[src/rtl/mem_load_stage.sv]
// -----------------------------------------------------------------------------
// mem_load_stage
// MEM stage of the in-order pipeline. Holds one instruction from EX and waits
// for its data response if it has one. The response is aligned and extended
// for the load op (lb/lbu/lh/lhu/lw/lwl/lwr) and passed to WB together with an
// opaque sideband. When WB stalls in the cycle the data arrives, the response
// goes into a one-entry skid buffer. After a flush, a discard counter drops
// data responses that are still in flight for squashed instructions.
//
// Ports
//   clk, reset          clock, synchronous active-high reset
//   es_to_ms_valid      EX offers an instruction
//   ms_allowin          MEM accepts the EX instruction this cycle
//   es_op               load op (0 none,1 lb,2 lbu,3 lh,4 lhu,5 lw,6 lwl,7 lwr)
//   es_wait_data        a data response is owed to the offered instruction
//   es_req_pending      EX holds an unanswered request (used on flush only)
//   es_alu_result       load address or ALU result
//   es_rt_value         old rt value for the lwl/lwr merge
//   es_side             sideband payload carried through to WB
//   data_data_ok        one data response this cycle (in request order)
//   data_rdata          response data
//   flush               exception/eret flush from the commit point
//   ws_allowin          WB accepts
//   ms_to_ws_valid      result valid to WB
//   ms_result           final write-back value
//   ms_side             registered sideband
//   ms_busy             valid instruction still waiting for data
// -----------------------------------------------------------------------------
module mem_load_stage #(
  parameter int SIDE_W          = 40,
  parameter int MAX_OUTSTANDING = 3,
  parameter int DATA_W          = 32   // only 32 is supported
) (
  input  logic              clk,
  input  logic              reset,
  input  logic              es_to_ms_valid,
  output logic              ms_allowin,
  input  logic [2:0]        es_op,
  input  logic              es_wait_data,
  input  logic              es_req_pending,
  input  logic [31:0]       es_alu_result,
  input  logic [31:0]       es_rt_value,
  input  logic [SIDE_W-1:0] es_side,
  input  logic              data_data_ok,
  input  logic [DATA_W-1:0] data_rdata,
  input  logic              flush,
  input  logic              ws_allowin,
  output logic              ms_to_ws_valid,
  output logic [31:0]       ms_result,
  output logic [SIDE_W-1:0] ms_side,
  output logic              ms_busy
);

  localparam int CNT_W = $clog2(MAX_OUTSTANDING + 1);
  localparam logic [CNT_W:0] MAX_CNT = (CNT_W + 1)'(MAX_OUTSTANDING);

  typedef enum logic [1:0] {
    S_EMPTY = 2'd0,
    S_WAIT  = 2'd1,
    S_READY = 2'd2
  } state_t;

  state_t            r_state;
  state_t            w_state_next;
  logic [2:0]        r_op;
  logic [31:0]       r_addr;
  logic [31:0]       r_rt;
  logic [SIDE_W-1:0] r_side;
  logic              r_skid_valid;
  logic [31:0]       r_skid_data;
  logic [CNT_W-1:0]  r_cnt;

  logic              w_cnt_zero;
  logic              w_resp_live;   // response belongs to the held instruction
  logic              w_resp_drop;   // response belongs to a squashed instruction
  logic              w_wait_hit;
  logic              w_out_valid;
  logic              w_allowin;
  logic              w_capture;
  logic              w_skid_load;
  logic              w_flush_wait;
  logic              w_flush_pend;
  logic [CNT_W:0]    w_cnt_sum;

  assign w_cnt_zero  = (r_cnt == '0);
  assign w_resp_live = data_data_ok & w_cnt_zero;
  assign w_resp_drop = data_data_ok & ~w_cnt_zero;
  assign w_wait_hit  = (r_state == S_WAIT) & w_resp_live;
  // A flushed instruction never reaches WB, even on a zero-cycle bypass.
  assign w_out_valid = ~flush & ((r_state == S_READY) | w_wait_hit);
  assign w_allowin   = (r_state == S_EMPTY) | (w_out_valid & ws_allowin);
  assign w_capture   = es_to_ms_valid & w_allowin & ~flush;
  assign w_skid_load = ~flush & w_wait_hit & ~ws_allowin;

  // A flushed WAIT instruction still owes a response unless it arrives this
  // cycle; EX may also have one in flight. A dropped response retires one.
  assign w_flush_wait = flush & (r_state == S_WAIT) & ~w_resp_live;
  assign w_flush_pend = flush & es_req_pending;
  assign w_cnt_sum    = {1'b0, r_cnt}
                      + {{CNT_W{1'b0}}, w_flush_wait}
                      + {{CNT_W{1'b0}}, w_flush_pend}
                      - {{CNT_W{1'b0}}, w_resp_drop};

  // State register
  always_ff @(posedge clk) begin
    if (reset) begin
      r_state <= S_EMPTY;
    end else begin
      r_state <= w_state_next;
    end
  end

  // Next-state logic
  always_comb begin
    w_state_next = r_state;
    if (flush) begin
      w_state_next = S_EMPTY;
    end else begin
      case (r_state)
        S_WAIT:  if (w_resp_live) w_state_next = ws_allowin ? S_EMPTY : S_READY;
        S_READY: if (ws_allowin)  w_state_next = S_EMPTY;
        default: w_state_next = r_state;
      endcase
      if (w_capture) w_state_next = es_wait_data ? S_WAIT : S_READY;
    end
  end

  // Output logic
  always_comb begin
    ms_to_ws_valid = w_out_valid;
    ms_allowin     = w_allowin;
    ms_busy        = (r_state == S_WAIT) & ~w_resp_live;
  end

  // Instruction, skid buffer and discard counter
  always_ff @(posedge clk) begin
    if (reset) begin
      r_op         <= 3'd0;
      r_addr       <= 32'd0;
      r_rt         <= 32'd0;
      r_side       <= '0;
      r_skid_valid <= 1'b0;
      r_skid_data  <= 32'd0;
      r_cnt        <= '0;
    end else begin
      r_cnt <= w_cnt_sum[CNT_W-1:0];
      if (w_capture) begin
        r_op         <= es_op;
        r_addr       <= es_alu_result;
        r_rt         <= es_rt_value;
        r_side       <= es_side;
        r_skid_valid <= 1'b0;
      end else if (w_skid_load) begin
        r_skid_valid <= 1'b1;
        r_skid_data  <= data_rdata[31:0];
      end else if (flush) begin
        r_skid_valid <= 1'b0;
      end
    end
  end

  // Load alignment / extension
  logic [31:0] w_src;
  logic [7:0]  w_byte;
  logic [15:0] w_half;
  logic [31:0] w_result;

  assign w_src  = r_skid_valid ? r_skid_data : data_rdata[31:0];
  assign w_half = r_addr[1] ? w_src[31:16] : w_src[15:0];

  always_comb begin
    w_byte = w_src[7:0];
    case (r_addr[1:0])
      2'd1:    w_byte = w_src[15:8];
      2'd2:    w_byte = w_src[23:16];
      2'd3:    w_byte = w_src[31:24];
      default: w_byte = w_src[7:0];
    endcase
  end

  always_comb begin
    w_result = r_addr;
    case (r_op)
      3'd1: w_result = {{24{w_byte[7]}}, w_byte};
      3'd2: w_result = {24'd0, w_byte};
      3'd3: w_result = {{16{w_half[15]}}, w_half};
      3'd4: w_result = {16'd0, w_half};
      3'd5: w_result = w_src;
      3'd6: begin
        // lwl: memory bytes fill from the top, rt keeps the low remainder
        case (r_addr[1:0])
          2'd0:    w_result = {w_src[7:0],  r_rt[23:0]};
          2'd1:    w_result = {w_src[15:0], r_rt[15:0]};
          2'd2:    w_result = {w_src[23:0], r_rt[7:0]};
          default: w_result = w_src;
        endcase
      end
      3'd7: begin
        // lwr: memory bytes fill from the bottom, rt keeps the high remainder
        case (r_addr[1:0])
          2'd1:    w_result = {r_rt[31:24], w_src[31:8]};
          2'd2:    w_result = {r_rt[31:16], w_src[31:16]};
          2'd3:    w_result = {r_rt[31:8],  w_src[31:24]};
          default: w_result = w_src;
        endcase
      end
      default: w_result = r_addr;
    endcase
  end

  assign ms_result = w_result;
  assign ms_side   = r_side;

  a_cnt_overflow: assert property (@(posedge clk) disable iff (reset)
    (w_cnt_sum <= MAX_CNT));
  a_stray_resp: assert property (@(posedge clk) disable iff (reset)
    !(data_data_ok && w_cnt_zero && (r_state != S_WAIT)));

endmodule
[config.mk]
export PLATFORM = sky130hd
export DESIGN_NAME = mem_load_stage
export DESIGN_NICKNAME = d
export VERILOG_FILES = /design/src/rtl/mem_load_stage.sv
export SDC_FILE = /design/constraint.sdc
export NUM_CORES = 1
export LEC_CHECK = 0
export BUFFER_PORTS_ARGS = -buffer_cell sky130_fd_sc_hd__buf_2
export CORE_ASPECT_RATIO = 1.2
export CORE_MARGIN = 2
export CORE_UTILIZATION = 58
export CTS_BUF_LIST = sky130_fd_sc_hd__clkbuf_2
export DETAILED_ROUTE_END_ITERATION = 8
export GPL_ROUTABILITY_DRIVEN = 0
export PLACE_DENSITY = 0.92
export SLEW_MARGIN = 0
export SYNTH_ARGS = -nofsm -noshare
export SYNTH_HDL_FRONTEND = slang
export SYNTH_SLANG_ARGS = --single-unit
export TNS_END_PERCENT = 20
[constraint.sdc]
create_clock -name clk -period 8.15 [get_ports clk]
set_input_delay 2.445 -clock clk [delete_from_list [all_inputs] [get_ports clk]]
set_output_delay 2.445 -clock clk [all_outputs]
set_load 0.005 [all_outputs]
After elaboration in Yosys (flattened, before gate mapping)
Index checks and enable logic that the tools add are counted.

Add/sub/neg operators: 3. Equal/unequal tests: 14. Muxes and demuxes: 14. Bitwise logic cells: 20. Reduce and logical (&&, ||, !) cells: 9.

Operator list (number): case mux 32 bit (7 select lines) (1); case mux 32 bit (3 select lines) (2); 2-to-1 mux 32 bit (1); case mux 8 bit (3 select lines) (1); 2-to-1 mux 16 bit (1); bitwise AND 1 bit (13); == test 3 bit (second input constant) (4); 2-to-1 mux 2 bit (5); == test 2 bit (second input constant) (3); == test 3 x 2 -> 1 bit (second input constant) (2); logical NOT 2 bit (3); inequality test 3 bit (second input constant) (2); NOT 1 bit (5); adder 2 x 1 -> 2 bit (2); == test 2 x 1 -> 1 bit (second input constant) (2); case mux 2 bit (2 select lines) (1); OR reduction 2 bit (2); == test 3 x 1 -> 1 bit (second input constant) (1); AND reduction 3 bit (1); nonzero test 3 bit (1); 2-to-1 mux 1 bit (2); OR 1 bit (2); AND reduction 2 bit (1); nonzero test 2 bit (1); subtractor 2 x 1 -> 2 bit (1).

Flip-flop bits (word level): 144. Bits of input ports: 147. Output and inout port bits: 75. Word-level logic and storage cells: 68.

Depth between registers and ports, before layout
Gate-level depths: netlist of run 1.

Word-level depth: 11. Depth in mapped cells: 9. Gate-level depth less buffers: 9.

Worst setup path after synthesis of run 1
No wires, ideal clock.

Path type: input to output. Start: input port data_rdata[31]. End: output port ms_result[16]. Arrival time: 3860 ps. Data required time: 5705 ps. Setup slack: 1845 ps. Stages: 6. Buffers on the path: 1. Cells stage by stage: mux2i_2 > mux4_2 > a21boi_4 > or2_4 > buf_6 > o32a_1.

Word-level cells in the longest chain between the ends: 3. Elaborated cells between the ends (all ways): 4. Those cells by class: mux: 4.

Ends and longest elaborated chain: start: declaration (RTL line 45) `input logic [DATA_W-1:0] data_rdata,`; 2-to-1 mux 32 bit (*) (RTL line 168) `assign w_src = r_skid_valid ? r_skid_data : data_rdata[31:0];`; case mux 8 bit (3 select lines) or 2-to-1 mux 16 bit (tied branches) (RTL line 173, 169); case mux 32 bit (7 select lines) (*) (RTL line 183) `case (r_op)`; end: declaration (RTL line 49) `output logic [31:0] ms_result,`.

Mark *: on every way between the ends. The rest lies on a longest branch, timed or not.

Final worst setup path of run 1
Start: input port data_rdata[23]. End: output port ms_result[16].

Word-level cells in the longest chain between the ends: 3.

Ends and longest elaborated chain: 2-to-1 mux 32 bit (RTL line 168); case mux 8 bit (3 select lines) (RTL line 173) `case (r_addr[1:0])`; case mux 32 bit (7 select lines) (RTL line 183).

Every way passes these cells.

==> impl_metrics.toml, run 1 <==
[logic_synthesis]
synth_ff_type = "dfxtp_1"
synth-xor-area-share_pct = 0.228
synthAdderAreaFrac_pct = 0.423
synth_compound_area_share_pct = 22.5
async_flop_share_pct = 0
synth_top_family_by_area = "compound AO/OA/AOI/OAI gates"
syn-instance-count = 998
synth_simple_gate_area_share_pct = 20.4
syn_area_sq_um = 7690
synth_nets = 1147
synth_mux_area_share_pct = 13.8
yosys_warnings = 0
avgSynthCellArea_sq_um = 7.71
synth_cell_types = 64
ys_seq_elements = 144
synth_edf_count = 0
yosysSeqAreaShare_pct = 37.5

[power]
ir_drop_v = 0.000130
p_leak_nw = 3.70
p_per_area_nw_per_um2 = 167

[worst_hold_path]
worstHoldPathType = "reg -> reg"

[placement]
dpl.hpwl_microns = 17200
port_buffers = 221
post-place-cells = 1315

[cts]
clk_path_buf_depth = 2
cts_tree = "built"
worst_skew_pair.late_latency_ns = 0.76
ctsResizeCount = 0
htreeDepth = 4
cts-buffers-inserted = 17
clk_pin_slew_worst_paths_ns = 0.20
cts_setup_buffers = 0
cts-root-buf = "clkbuf_2"
cts_hold_buf = 0
cts_sinks = 144

[route]
drtAntennaViolNets = 0
firstDrtPassIters = 6
drt-initial-drc-count = 1138
drc_errors = 0
wl_per_cell_microns = 17.9
viasPerCell = 6.06
via_count = 8179
wl_microns = 24100

[floorplanning]
io_pins = 222
initial_core_util_pct = 58.9
dieArea_sq_um = 14200
core-area_sq_um = 13100
die_h_microns = 130
die_w_microns = 109
std_cell_rows = 46

[timing]
finalCritPeriodShare_pct = 83.3
setup_viol = 0
skew_ns = 0.0132
relSlewSlack_pct = 28.6
drv_slew = 0
rsz0062_at_grt = "false"
worst_pin_slew_ns = 1.07
final_hold_viol_count = 0
timing.setup.tns_ns = 0
fmax_ghz = 0.147
finalCriticalPeriod_ns = 6.79

[cells_and_area]
area_growth_pct = 17.3
drive_gt1_share_pct = 26.0
layout.nets = 1316
final_cell_count_no_fill = 1349

[flow_run]
drv_cap = 0

[global_routing]
grt_max_degree = 108
grt_util_all_layers_pct = 33.6
grt_pass1_vias = 7508
antenna_found_initial = 1
grt_overflow = 0
grt_pass1_wl_microns = 37100

[worst_setup_path]
crit_fanout = 13
required_ns = 5.71
cp.arrival_ns = 4.35
critPathLaunchType = "primary input"
worst_setup_path_end_kind = "primary output"
crit_type = "in -> out"

[status]
status = "completed"
-- per-layer routing --
metal | share of wire, % | vias up | global-route usage [%] | routed length, microns
li1 | - | 3824 | - | -
met1 | 37 | 3752 | 39.6 | 8930
met2 | 46 | 481 | 54.4 | 11200
met3 | 10 | 122 | 9.64 | 2460
met4 | 6.5 | 0 | 19.5 | 1560
met5 | 0 | - | 0 | 0
-- layout by cell type, fill, tap and decap left out, types with 3 or more instances in the layout --
master,n
nand2_1,254
buf_2,220
dfxtp_1,143
a21oi_1,134
nor2_1,87
mux2i_1,59
o21ai_0,30
mux2_2,29
clkbuf_2,17
o22ai_1,15
a22oi_1,14
inv_1,12
o22a_1,12
o32a_1,12
buf_4,10
a31oi_1,9
nand2b_1,9
o211ai_1,8
nor2b_1,7
nand3_1,7
a211oi_1,6
o221ai_1,5
clkinv_1,4
mux4_2,4
and2_1,4
a32oi_1,4
clkinvlp_4,4
o221a_2,3
a2bb2oi_1,3
or2_1,3
bufinv_16,3
-- cells by family after synthesis --
logic type	after synthesis
and+or+nand+nor	385
AOI/OAI and AO/OA	276
xor gates and xnor gates	2
buffers and inverters	94
DFF	144
muxes	95
adders and majority gates	2
-- through the flow --
stage	total power, mW	setup WS (ns)	instance area, sq um	utilization, %	hold slack, ns
6_report	1.50	1.36	9030	69.1	0.463
5_1_grt	1.57	1.27	9030	69.1	0.486
4_1_cts	1.51	1.39	9010	69.0	0.466
3_5_place_dp	1.07	1.43	8760	67.0	0.443
3_3_place_gp	1.06	1.45	8760	67.0	0.438
2_1_floorplan	0.953	1.84	7690	-	0.433
-- critical path, stage by stage --
cell and delay (ns):
buf_2 0.10, mux2i_1 0.39, mux4_2 0.41, a21boi_4 0.13, or2_4 0.39, o32a_1 0.36
buf_2 0.13
-- cells in the mapped netlist (all sizes together), types with 2 or more instances --
cell type,n,area [sq um]
a211oi,6,45.0
a21bo,2,20.0
a21oi,135,679
a22oi,14,105
a2bb2oi,3,26.3
a31oi,9,56.3
a32oi,4,35.0
and2,4,25.0
and3,2,12.5
and3b,2,17.5
buf,17,108
clkbuf,64,240
dfxtp,144,2880
inv,12,45.0
mux2,29,327
mux2i,61,618
mux4,5,116
nand2,254,953
nand2b,9,56.3
nand3,7,35.0
nand3b,2,15.0
nor2,87,327
nor2b,7,43.8
nor4,3,25.0
o211ai,8,60.1
o21a,3,22.5
o21ai,32,160
o221a,3,33.8
o221ai,5,43.8
o22a,12,105
o22ai,15,93.8
o32a,12,120
or2,4,27.5
-- registers in the layout, summed over array words and instances, names as in the netlist --
signal and flops:
r_state 2, r_rt 32, r_addr 32, r_skid_valid 1
r_skid_data 32, r_cnt 2, r_op 3, ms_side 40
-- worst paths after layout --
check                           from  slack (ns)  cells past startpoint                       to
max                   data_rdata[23]        1.36                      7            ms_result[16]
min          ms_side[1]$_SDFFE_PP0P_        0.46                      2  ms_side[1]$_SDFFE_PP0P_
max reg2reg      r_cnt[0]$_SDFF_PP0_        5.68                      6  r_addr[15]$_SDFFE_PP0P_
min reg2reg  ms_side[1]$_SDFFE_PP0P_        0.46                      2  ms_side[1]$_SDFFE_PP0P_
-- report_power, final --
group	switching, mW	leakage, nW	internal, mW
Combinational	0.170	2.39	0.131
Sequential	0.0283	1.17	0.736
Clock	0.269	0.139	0.169
-- cell type report --
type | count | area, sq um
Fill cell | 1058 | 4040
Timing Repair Buffer | 231 | 1190
Inverter | 13 | 48.8
Sequential cell | 144 | 2880
Antenna cell | 1 | 2.50
Multi-Input combinational cell | 760 | 4440
Clock inverter | 15 | 168
Tap cell | 168 | 210
Clock buffer | 17 | 85.1
Power figures use the tool's default switching activity.
==> run 2: changes to the inputs <==
--- a/config.mk
+++ b/config.mk
@@ -8,11 +8,11 @@
 export BUFFER_PORTS_ARGS = -buffer_cell sky130_fd_sc_hd__buf_2
 export CORE_ASPECT_RATIO = 1.2
 export CORE_MARGIN = 2
-export CORE_UTILIZATION = 58
+export CORE_UTILIZATION = 49
 export CTS_BUF_LIST = sky130_fd_sc_hd__clkbuf_2
 export DETAILED_ROUTE_END_ITERATION = 8
 export GPL_ROUTABILITY_DRIVEN = 0
-export PLACE_DENSITY = 0.92
+export PLACE_DENSITY = 0.83
 export SLEW_MARGIN = 0
 export SYNTH_ARGS = -nofsm -noshare
 export SYNTH_HDL_FRONTEND = slang
==> constraint.sdc (replaced) <==
create_clock -name clk -period 5.85 [get_ports clk]
set_input_delay 1.755 -clock clk [delete_from_list [all_inputs] [get_ports clk]]
set_output_delay 1.755 -clock clk [all_outputs]
set_load 0.005 [all_outputs]
==> run 2 against run 1 <==
Compared with the run above:
- register-to-register slack got worse by 2.3 ns
- hold slack improved by 0.0031 ns
- non-clock buffer count increased by 4
- routed wire length increased by 2.0%
- core utilization decreased by 10 points
- clock skew increased by 0.0053 ns
- via count decreased by 1.2%
- largest cell class unchanged
==> impl_metrics.toml, run 2 (same netlist as run 1, synthesis figures left out) <==
[power]
ir_drop_v = 0.000144
p_per_area_nw_per_um2 = 223
p_leak_nw = 3.70

[placement]
port_buffers = 221
pre_cts_slack_ns = 0.518
dpl.hpwl_microns = 18100

[route]
wl_microns = 24600
drc_errors = 0
via_count = 8078
firstDrtPassIters = 8
viasPerCell = 5.79
wl_per_cell_microns = 17.6
drt-initial-drc-count = 862
drtAntennaViolNets = 0

[worst_setup_path]
crit_start = "data_rdata[23]"
critPathLaunchType = "primary input"
worstPathCellList = "buf_2 -> mux2i_1 -> mux4_2 -> a21boi_4 -> or2_4 -> o32a_1 -> buf_2"
crit_slowest_cell = "mux4_2"
crit_path_frequent_cell = "buf_2"
crit_fanout = 13
cp.arrival_ns = 3.61
crit_type = "in -> out"
required_ns = 4.09
rr_startpoint = "r_cnt[0]$_SDFF_PP0_"
cpPeakStageDelay_ns = 0.40
worst_setup_path_end_kind = "primary output"

[cells_and_area]
area_growth_pct = 17.8
drive_gt1_share_pct = 26.5
final_cell_mix = "254 x nand2_1, 220 x buf_2, 143 x dfxtp_1"
layout.nets = 1320
final_common_cell = "nand2_1"
largest_reg_flops = 40

[global_routing]
grt_max_degree = 78
grt_util_all_layers_pct = 28.7
grt_overflow = 0
grt_pass1_wl_microns = 38100
antenna_found_initial = 1
grt_pass1_vias = 7439

[cts]
cts_setup_buffers = 0
worst_skew_pair.late_latency_ns = 0.72
cts-buffers-inserted = 17
clk_pin_slew_worst_paths_ns = 0.21
ctsResizeCount = 0
clk_path_buf_depth = 2
cts_sinks = 144
cts-root-buf = "clkbuf_2"
htreeDepth = 4
cts_tree = "built"
cts_hold_buf = 0

[timing]
drv_slew = 0
timing.setup.tns_ns = 0
setup_slack_ns = 0.486
finalCriticalPeriod_ns = 5.36
final_hold_viol_count = 0
skew_ns = 0.0185
worst_pin_slew_ns = 1.39
relSlewSlack_pct = 6.95
rsz0062_at_grt = "false"
finalCritPeriodShare_pct = 91.7
fmax_ghz = 0.186
setup_viol = 0

[status]
status = "completed"

[floorplanning]
dieArea_sq_um = 16700
initial_core_util_pct = 49.8
std_cell_rows = 50
core-area_sq_um = 15500
die_h_microns = 141
io_pins = 222
die_w_microns = 118

[worst_hold_path]
worstHoldPathType = "reg -> reg"
min_from = "r_rt[30]$_SDFFE_PP0P_"

[flow_run]
drv_cap = 0
==> run 2: through the flow <==
| stage | hold WS, ns | area [sq um] | total power, mW | utilization, % | instances |
|---|---|---|---|---|---|
| detailed placement | 0.443 | 8850 | 1.50 | 57.3 | 1360 |
| global route | 0.488 | 9060 | 2.12 | 58.6 | 1393 |
| floorplan | 0.433 | 7690 | 1.33 | - | 998 |
| global placement | 0.438 | 8850 | 1.49 | 57.3 | 1360 |
| finish | 0.466 | 9060 | 2.02 | 58.7 | 1394 |
| CTS | 0.468 | 9060 | 2.03 | 58.6 | 1392 |
==> run 2: routing by layer <==
layer  GRT usage (%)  wire [microns]
met3            6.87            2390
met2            46.2           11200
met1            35.6            9670
met5               0               0
met4            15.3            1370
==> run 2: area by class of cell <==
cell class	instances	area, sq um
fill	1484	6390
multi-input combinational	760	4440
sequential	144	2880
timing repair buffer	235	1210
tap	208	260
clock inverter	15	128
clock buffer	17	85.1
inverter	13	48.8
antenna	2	5.00
==> run 2: worst paths after layout <==
| kind | to | slack (ns) | depth (start not counted) |
|---|---|---|---|
| hold / removal | r_rt[30]$_SDFFE_PP0P_ | 0.47 | 2 |
| setup / recovery | ms_result[16] | 0.49 | 7 |
| hold reg to reg | r_rt[30]$_SDFFE_PP0P_ | 0.47 | 2 |
| setup reg to reg | ms_side[38]$_SDFFE_PP0P_ | 3.38 | 6 |
==> run 2: power breakdown <==
part           internal [mW]  switching (mW)
clock network          0.123           0.406
logic                  0.185           0.241
registers               1.03          0.0393
==> run 2: critical path, delay by kind of cell <==
family                 cells  cell delay, ns
AND/OR/NAND/NOR            1            0.39
multiplexers               2            0.72
buffers and inverters      2            0.24
AO/OA/AOI/OAI              2            0.49
